`src/rtl/serial_subtractor.sv`:
```
// Bit-serial N-bit subtractor: D = A - B, LSB first, one bit per clock.
// Uses a start/busy/done handshake with registered difference and flag outputs.
module serial_subtractor #(
  parameter int N = 4
) (
  input  logic         clk,
  input  logic         rst,
  input  logic         start,
  input  logic [N-1:0] A,
  input  logic [N-1:0] B,
  output logic         busy,
  output logic         done,
  output logic [N-1:0] D,
  output logic         bout,
  output logic         ovf,
  output logic         zero
);

  localparam int CW = (N > 2) ? $clog2(N) : 1;
  localparam logic [CW-1:0] CNT_LAST = CW'(N - 1);

  typedef enum logic [1:0] {
    IDLE = 2'd0,
    RUN  = 2'd1,
    DONE = 2'd2
  } state_t;

  state_t         state_r;
  state_t         state_s;
  logic           accept_s;
  logic           last_s;

  logic [N-1:0]   sa_r;
  logic [N-1:0]   sb_r;
  logic [N-1:0]   sd_r;
  logic           br_r;
  logic [CW-1:0]  cnt_r;
  logic           amsb_r;
  logic           bmsb_r;

  logic           d_bit_s;
  logic           br_next_s;
  logic [N-1:0]   sd_next_s;
  logic           ovf_s;
  logic           zero_s;

  function automatic logic diff_bit(input logic a, input logic b, input logic bin);
    return a ^ b ^ bin;
  endfunction

  function automatic logic borrow_bit(input logic a, input logic b, input logic bin);
    return (~a & b) | (~(a ^ b) & bin);
  endfunction

  // Signed overflow: operands of opposite sign and result sign differs from the minuend.
  function automatic logic sub_ovf(input logic a_msb, input logic b_msb, input logic d_msb);
    return (a_msb != b_msb) && (d_msb != a_msb);
  endfunction

  // FSM state register.
  always_ff @(posedge clk or posedge rst) begin
    if (rst) begin
      state_r <= IDLE;
    end else begin
      state_r <= state_s;
    end
  end

  // FSM next-state decode; also flags operand acceptance and the final bit edge.
  always_comb begin
    state_s  = state_r;
    accept_s = 1'b0;
    last_s   = 1'b0;
    case (state_r)
      IDLE: begin
        if (start) begin
          state_s  = RUN;
          accept_s = 1'b1;
        end else begin
          state_s  = IDLE;
        end
      end
      RUN: begin
        if (cnt_r == CNT_LAST) begin
          state_s = DONE;
          last_s  = 1'b1;
        end else begin
          state_s = RUN;
        end
      end
      DONE: begin
        state_s = IDLE;
      end
      default: begin
        state_s = IDLE;
      end
    endcase
  end

  // One-bit subtract slice plus the result/flag values seen on the final edge.
  always_comb begin
    d_bit_s   = diff_bit(sa_r[0], sb_r[0], br_r);
    br_next_s = borrow_bit(sa_r[0], sb_r[0], br_r);
    sd_next_s = {d_bit_s, sd_r[N-1:1]};
    zero_s    = (sd_next_s == {N{1'b0}});
    ovf_s     = sub_ovf(amsb_r, bmsb_r, sd_next_s[N-1]);
  end

  // Operand/result shift registers, borrow and bit counter.
  always_ff @(posedge clk or posedge rst) begin
    if (rst) begin
      sa_r   <= {N{1'b0}};
      sb_r   <= {N{1'b0}};
      sd_r   <= {N{1'b0}};
      br_r   <= 1'b0;
      cnt_r  <= {CW{1'b0}};
      amsb_r <= 1'b0;
      bmsb_r <= 1'b0;
    end else if (accept_s) begin
      sa_r   <= A;
      sb_r   <= B;
      sd_r   <= {N{1'b0}};
      br_r   <= 1'b0;
      cnt_r  <= {CW{1'b0}};
      amsb_r <= A[N-1];
      bmsb_r <= B[N-1];
    end else if (state_r == RUN) begin
      sa_r  <= {1'b0, sa_r[N-1:1]};
      sb_r  <= {1'b0, sb_r[N-1:1]};
      sd_r  <= sd_next_s;
      br_r  <= br_next_s;
      // Counter holds on the final bit so it never wraps within an operation.
      if (!last_s) begin
        cnt_r <= cnt_r + CW'(1);
      end
    end
  end

  // Registered handshake and result outputs; results only update on the RUN->DONE edge.
  always_ff @(posedge clk or posedge rst) begin
    if (rst) begin
      busy <= 1'b0;
      done <= 1'b0;
      D    <= {N{1'b0}};
      bout <= 1'b0;
      ovf  <= 1'b0;
      zero <= 1'b0;
    end else begin
      busy <= (state_s == RUN);
      done <= (state_s == DONE);
      if (last_s) begin
        D    <= sd_next_s;
        bout <= br_next_s;
        ovf  <= ovf_s;
        zero <= zero_s;
      end
    end
  end

endmodule

```
`config.mk`:
```
export PLATFORM = sky130hd
export DESIGN_NAME = serial_subtractor
export DESIGN_NICKNAME = d
export VERILOG_FILES = /design/src/rtl/serial_subtractor.sv
export SDC_FILE = /design/constraint.sdc
export NUM_CORES = 1
export LEC_CHECK = 0
export ABC_CLOCK_PERIOD_IN_PS = 1670
export CORE_UTILIZATION = 30
export CTS_CLUSTER_DIAMETER = 200
export CTS_CLUSTER_SIZE = 10
export DETAILED_ROUTE_END_ITERATION = 7
export PLACE_DENSITY = 0.49
export SYNTH_ARGS = -nofsm -noshare
export SYNTH_HDL_FRONTEND = slang
export SYNTH_SLANG_ARGS = --single-unit
```
`constraint.sdc`:
```
create_clock -name clk -period 1.67 [get_ports clk]
set_input_delay 0.501 -clock clk [delete_from_list [all_inputs] [get_ports clk]]
set_output_delay 0.501 -clock clk [all_outputs]
set_load 0.02 [all_outputs]
```
# Word-level counts from Yosys, hierarchy flattened
# Cells that the tools add are included.
[word_totals]
latchBits = 0
wordCells = 52
ram_bits = 0
n_memories = 0
register_bits = 28
out_inout_bits = 9
romBits = 0
input_bits = 11
[op_classes]
n_reduce_logical = 5
mux = 18
shift = 0
n_addsub = 1
n_bitwise = 7
mul = 0
eq_ne = 7
n_div = 0
n_lt_le_gt_ge = 0
[ops]
columns = ["operator", "count"]
rows = [
  ["$mux 4", 6],
  ["$mux 2", 4],
  ["$mux 1", 7],
  ["$eq 2x1->1 const B", 2],
  ["$eq 2x2->1 const B", 2],
  ["$logic_not 4->1", 1],
  ["$pmux 2 s2", 1],
  ["$add 2x1->2 const B", 1],
  ["$and 1x1->1", 2],
  ["$logic_not 2->1", 1],
  ["$ne 1x1->1", 2],
  ["$ne 2x2->1 const B", 1],
  ["$not 1->1", 2],
  ["$reduce_and 2->1", 1],
  ["$reduce_bool 2->1", 1],
  ["$xor 1x1->1", 2],
  ["$logic_and 1x1->1", 1],
  ["$or 1x1->1", 1],
]

# Longest topological paths before layout
# Gate-level depths: netlist (run 1).
[depth]
word_depth = 6
ltp_mapped = 5

# Worst setup path after synthesis (run 1)
# Ideal clock, no wire load.
[synth_timing]
path_type = "register to register"
from = "register sb_r[0]"
to = "register zero"
path_slack_ns = 0.200
period_less_slack_ns = 1.470
path_stages_with_launch = 5
t_arrival_ns = 1.387
t_required_ns = 1.587
setup_time_ns = 0.083
path_buffers = 0
path_cell_list = "dfrtp_1 inv_1 fa_1 or4_1 o21ai_0"
[synth_between]
elab_chain_cells = 3
[synth_lines]
columns = ["item", "line", "rtl"]
rows = [
  ["from (decl)", "34", "logic [N-1:0] sb_r;"],
  ["from (signal assigned)", "113", "sb_r <= {N{1'b0}};"],
  ["from (signal assigned)", "129", "sb_r <= {1'b0, sb_r[N-1:1]};"],
  ["$xor 1x1->1 (2 in a row)", "48", "return a ^ b ^ bin;"],
  ["via d_bit_s", "41", "logic d_bit_s;"],
  ["$logic_not 4->1", "105", "zero_s = (sd_next_s == {N{1'b0}});"],
  ["to (signal assigned)", "155", "zero <= zero_s;"],
  ["to (decl)", "16", "output logic zero"],
]
# The timed path passes the listed nets, and every way through them passes these cells.
# A chain may end at the register's enable or synchronous reset.

# Final worst setup path (run 1)
[layout_timing]
from = "input start"
to = "register bmsb_r"
[layout_between]
elab_chain_cells = 2
[layout_lines]
columns = ["item", "line", "rtl"]
rows = [
  ["from (decl)", "8", "input logic start,"],
  ["$mux 1", "76", "if (start) begin"],
  ["$mux 1", "74", "case (state_r)"],
  ["to (signal assigned)", "126", "bmsb_r <= B[N-1];"],
  ["to (decl)", "39", "logic bmsb_r;"],
]
# Every way passes these cells.

==> results of run 1 <==
==> cells by family (layout without fill, tap and decap cells) <==
| family | Yosys count | after routing |
|---|---|---|
| multiplexers | 7 | 7 |
| adder cells (fa/ha/maj) | 3 | 3 |
| AND/OR/NAND/NOR | 22 | 22 |
| AO/OA/AOI/OAI | 27 | 27 |
| buffers and inverters | 12 | 39 |
| flip-flops | 27 | 27 |
==> power by group through the flow <==
stage          registers [mW]  logic, mW  clock network, mW
6_report                 1.12       1.08              0.356
5_1_grt                  1.16       1.22              0.404
4_1_cts                  1.12       1.10              0.376
3_5_place_dp             1.14       1.16                  0
3_3_place_gp             1.13       1.13                  0
2_1_floorplan            1.20      0.635                  0
==> cells in the final DEF, fill, tap and decap left out <==
cell	instances
nand3b_1	1
fa_1	2
mux2_2	7
clkbuf_8	3
buf_4	9
a21oi_1	2
a22o_1	7
nor2b_1	3
nor3b_1	2
o21ai_1	1
nand2_1	11
o21bai_1	1
or4_1	1
clkdlybuf4s50_1	10
a22oi_1	6
nor2_1	3
inv_1	7
clkbuf_1	1
dlygate4sd2_1	9
or2b_1	1
o21ai_0	10
ha_1	1
dfrtp_1	27
==> metal layers <==
metal,wire (um),up-vias,global-route usage [%],share of wire [%]
met2,1040,25,20.3,51
met1,907,398,13.9,44
li1,-,393,-,-
met3,97,2,3.21,4.7
met4,14,0,2.56,0.68
met5,0,-,0,0
==> worst max-delay path: stages <==
cell and delay (ns):
clkdlybuf4s50_1 0.49, nor3b_1 0.24, buf_4 0.17, mux2_2 0.33
==> cell type report <==
class                           instances  area [um^2]  share of cell area, %
Clock buffer                            4         45.0                   3.06
Inverter                                7         26.3                   1.78
Timing Repair Buffer                   28          246                   16.7
Multi-Input combinational cell         59          419                   28.5
Tap cell                               48         60.1                   4.08
Sequential cell                        27          676                   45.9
==> metrics by stage <==
| stage | utilization, % | total power [mW] | worst slack [ns] |
|---|---|---|---|
| after floorplan | - | 1.83 | 0.200 |
| after global routing | 40.2 | 2.79 | 0.00971 |
| after global placement | 39.3 | 2.26 | -0.215 |
| after detailed placement | 39.3 | 2.30 | -0.204 |
| final | 40.2 | 2.55 | 0.0926 |
| after CTS | 40.2 | 2.59 | 0.0831 |
==> registers in the layout, indices dropped and copies added (netlist names), 2 cells and up <==
name	count
D	4
cnt_r	2
sa_r	4
sb_r	4
sd_r	3
state_r	2
==> path summary, 6_finish.rpt <==
check / endpoint / cells after the start
min: bout / 2
max reg2reg: zero / 4
max in group asynchronous: cnt_r[0] / 3
max: bmsb_r / 4
min in group asynchronous: D[2] / 3
min reg2reg: bout / 2
==> flow_summary.yaml, run 1 <==
status:
  outcome: "finished, final reports clean"
cells_and_area:
  num_antenna_cells: 0
  final_area_um2: 1470
  fin_cells: 173
  drive_gt1_share_pct: 15.2
  finalNetCount: 140
  synthToLayoutAreaGrowth_pct: 28.8
  nFillCells: 377
global_routing:
  grt_pass1_vias: 817
  grt_overflow_total: 0
  grt_pass1_wl_um: 3640
  grt_max_degree: 28
  grt_use_total_pct: 11.6
  antenna_found_initial: 0
power_and_ir_drop:
  sequentialPowerShare_pct: 43.7
  p_switching_uw: 912
  pwr-share-clk_pct: 13.9
  p_leak_nw: 0.699
  sw_frac_of_total_pct: 35.8
  peakVddDrop_mv: 0.703
  combPwrFrac_pct: 42.3
  intPower_mw: 1.64
  p_per_area_nw_per_um2: 1730
die:
  start_util_pct: 31.2
  core_area_um2: 3660
  die-area_um2: 4060
  die_h_um: 63.7
  die_w_um: 63.7
  num_io_pins: 20
  rows: 22
routing:
  drt-initial-drc-count: 49
  vias: 818
  ant_nets: 0
  avgRoutedWirePerCell_um: 11.9
  postRouteWirelength_um: 2060
  drc: 0
  vias_per_cell: 4.73
  first_pass_iters: 4
clock_network:
  root_buffer: "clkbuf_8"
  clk_pin_slew_ns: 0.08
  clk_latency_ns: 0.26
  cts_setup_buffers: 0
  clock_sinks: 27
  cts_tree: "done"
  ctsLongestPathBuffers: 2
  cts_buffers: 3
  cts.htree.levels: 1
  cts_hold_buf: 0
  ctsResizeCount: 9
sta:
  tightestPinTransition_ns: 0.458
  clock-skew-final_ns: 0.00117
  relSlewSlack_pct: 69.4
  fin_crit_ns: 1.58
  finalHoldViolations: 0
  holdWs_ns: 0.487
  grt_setup_unrepaired: "false"
  setup_violations: 0
  period_share_pct: 94.5
  fin_setup_tns_ns: 0
  max_freq_mhz: 634
  slew_violations: 0
hold_path:
  hold_class: "reg -> reg"
  min_from: "bout"
placed_design:
  io_buffers: 19
  place.gp.congestion: 0.720
  dpl.cell_count: 169
  place_area_um2: 1440
synth:
  synthSimpleGateAreaFrac_pct: 9.52
  synth_edf_count: 0
  yosys.area.top_type: "dfrtp_1"
  ys_ff_latch: 27
  ys_top_cells_by_area: "dfrtp_1 59%, mux2_2 6.9%, a22o_1 5.4%, o21ai_0 4.8%, a22oi_1 3.9%"
  synth_top_area_share_pct: 59.1
  synthesis.nets: 112
  synth_area_per_cell_um2: 11.7
  ys.warnings.count: 0
  async_reset_ff_share_pct: 100
  synth_area_um2: 1140
  synth_cells: 98
  muxShareOfSynthArea_pct: 6.89
  yosys-top-cells-count: "27 x dfrtp_1, 11 x nand2_1, 11 x o21ai_0"
  yosysSeqAreaShare_pct: 59.1
  synth_top_family_by_area: "compound AO/OA/AOI/OAI gates"
  netlist-cell-type-count: 19
  yosysMostFrequentCell: "dfrtp_1"
  synth_compound_area_share_pct: 15.6
  ys.flop_type: "dfrtp_1"
  synth-adder-area-share_pct: 4.60
  synth_xor_area_share_pct: 0
job:
  maxCapViolations: 0
critical_path:
  critical_path.startpoint: "start"
  timing.rr.start: "sb_r[0]"
  path_class: "in -> reg"
  cp.required_ns: 1.82
  reg2reg_slack_ns: 0.12
  cp.arrival_ns: 1.73
  critPathLaunchType: "input port"
  critPathMaxFanout: 3
  end_kind: "register"
No activity file was read; power rests on OpenSTA's default activity.
==> run 2: changes to the inputs <==
- ABC_AREA: default -> 1
==> flow_summary.yaml, run 2 <==
status:
  outcome: "finished, final reports clean"
clock_network:
  clock_sinks: 27
  ctsLongestPathBuffers: 2
  cts_hold_buf: 0
  cts_buffers: 3
  clk_pin_slew_ns: 0.09
  clk_latency_ns: 0.27
  root_buffer: "clkbuf_8"
  cts.htree.levels: 1
  cts_tree: "done"
global_routing:
  antenna_found_initial: 0
  grt_pass1_vias: 891
  grt_max_degree: 28
  grt_overflow_total: 0
  grt_pass1_wl_um: 4130
  grt_use_total_pct: 12.6
synth:
  synth_area_per_cell_um2: 9.51
  synth_edf_count: 0
  yosysMostFrequentCell: "nand2_1"
  yosys.area.top_type: "dfrtp_1"
  yosys-top-cells-count: "36 x nand2_1, 27 x dfrtp_1, 26 x nand3_1"
  ys.flop_type: "dfrtp_1"
  yosysSeqAreaShare_pct: 55.0
  async_reset_ff_share_pct: 100
  netlist-cell-type-count: 17
  synth_area_um2: 1230
  ys_ff_latch: 27
  ys.warnings.count: 0
  ys_top_cells_by_area: "dfrtp_1 55%, nand2_1 11%, nand3_1 11%, nand3_2 4.1%, inv_1 3.7%"
  synth_cells: 129
  synth_top_area_share_pct: 55.0
  synthesis.nets: 143
sta:
  setup_violations: 0
  grt_setup_unrepaired: "false"
  tightestPinTransition_ns: 0.340
  max_freq_mhz: 670
  holdWs_ns: 0.483
  slew_violations: 0
  relSlewSlack_pct: 77.3
  fin_crit_ns: 1.49
  clock-skew-final_ns: 0.00156
  finalHoldViolations: 0
  fin_setup_tns_ns: 0
  period_share_pct: 89.4
die:
  die-area_um2: 4350
  start_util_pct: 32.3
  core_area_um2: 3800
  die_w_um: 66.0
  rows: 22
  die_h_um: 66.0
  num_io_pins: 20
routing:
  avgRoutedWirePerCell_um: 11.3
  wl_met1_um: 1030
  postRouteWirelength_um: 2240
  wl_met3_um: 108
  first_pass_iters: 4
  met2WireLength_um: 1090
  topRoutingLayerUsed: "met4"
  vias: 912
  vias_per_cell: 4.58
  drc: 0
  ant_nets: 0
  drt-initial-drc-count: 48
critical_path:
  cp.arrival_ns: 1.66
  critPathLaunchType: "register"
  cp_top_family: "adder cells"
  critPathSlowestCell: "fa_1"
  end_kind: "register"
  path_class: "reg -> reg"
  reg2reg_slack_ns: 0.18
  critPathBufInv: 2
  crit_top_cell: "nand2_1"
  cpPeakStageDelay_ns: 0.61
  cp.required_ns: 1.84
  critPathMaxFanout: 3
  path_cells: "inv_1 -> fa_1 -> inv_1 -> nand3_1 -> nand2_1 -> nand2_1 -> nand2_1"
hold_path:
  hold_class: "reg -> reg"
power_and_ir_drop:
  p_leak_nw: 0.764
  peakVddDrop_mv: 0.693
  p_per_area_nw_per_um2: 1740
placed_design:
  place.gp.congestion: 0.716
  hpwl_um: 1660
  io_buffers: 19
cells_and_area:
  seqCellArea_um2: 676
  final_cell_mix: "36 x nand2_1, 27 x dfrtp_1, 26 x nand3_1"
  final_common_cell: "nand2_1"
  multi_input_area_um2: 464
  num_antenna_cells: 0
  finalNetCount: 166
  drive_gt1_share_pct: 13.2
  synthToLayoutAreaGrowth_pct: 22.1
  nFillCells: 389
  reg_top3: "D x4, sa_r x4, sb_r x4"
job:
  maxCapViolations: 0
-- run 2: changes by cell type after synthesis, moves of 3 or more --
cell,previous run,this run
a22o_1,7,0
a22oi_1,6,0
inv_1,7,12
mux2_2,7,0
nand2_1,11,36
nand3_1,0,26
nand3_2,0,5
nor2b_1,3,0
o21ai_0,11,2
o21ai_2,0,5
-- run 2: layer usage --
layer,vias up,global-route usage [%]
met5,-,0
met4,0,2.39
met3,2,3.62
met2,26,21.6
met1,427,15.9
li1,457,-
-- run 2: final timing paths --
kind,cells past startpoint,startpoint,end
min reg2reg,2,D[2],D[2]
min in group asynchronous,3,rst,D[0]
min,2,D[2],D[2]
max in group asynchronous,3,rst,bmsb_r
max,7,sa_r[0],ovf
max reg2reg,7,sa_r[0],ovf
-- run 2: cells by family after synthesis --
| kind of cell | after synthesis | synth area share (%) |
|---|---|---|
| compound gates | 8 | 4.79 |
| fa+ha+maj | 3 | 4.28 |
| buf+inv | 18 | 7.14 |
| flops | 27 | 55.0 |
| simple gates | 73 | 28.7 |
-- run 2: worst reg2reg max path, delay by kind of cell (launching register included) --
kind	cells	cell delay, ns
adders and majority gates	1	0.61
DFF	1	0.41
and+or+nand+nor	4	0.23
buffers and inverters	2	0.14
-- run 2: through the flow --
step	cells	util (%)	power [mW]	worst slack [ns]	cell area [um^2]
finish	199	39.5	2.61	0.178	1500
global route	199	39.5	2.87	0.0762	1500
CTS	199	39.5	2.65	0.172	1500
detailed placement	195	38.6	2.35	0.0737	1470
global placement	195	38.6	2.31	0.144	1470
floorplan	129	-	1.99	0.300	1230
-- run 2: area by class of cell --
cell class | instances | share of cell area, %
multi-input combinational | 84 | 31.0
timing repair buffer | 22 | 13.4
tap | 48 | 4.01
sequential | 27 | 45.1
clock buffer | 4 | 3.01
inverter | 14 | 3.51
-- run 2: report_power, final --
part / total, mW / internal [mW] / switching [mW]
Clock: 0.364 / 0.171 / 0.193
Sequential: 1.11 / 0.923 / 0.189
Combinational: 1.13 / 0.428 / 0.704
Total: 2.61 / 1.52 / 1.09
-- run 2: repair_timing --
item / CTS / global route
gates resized for setup: 9 / 0
endpoints found under the setup margin: 9 / 0
buffers inserted: 0 / 0
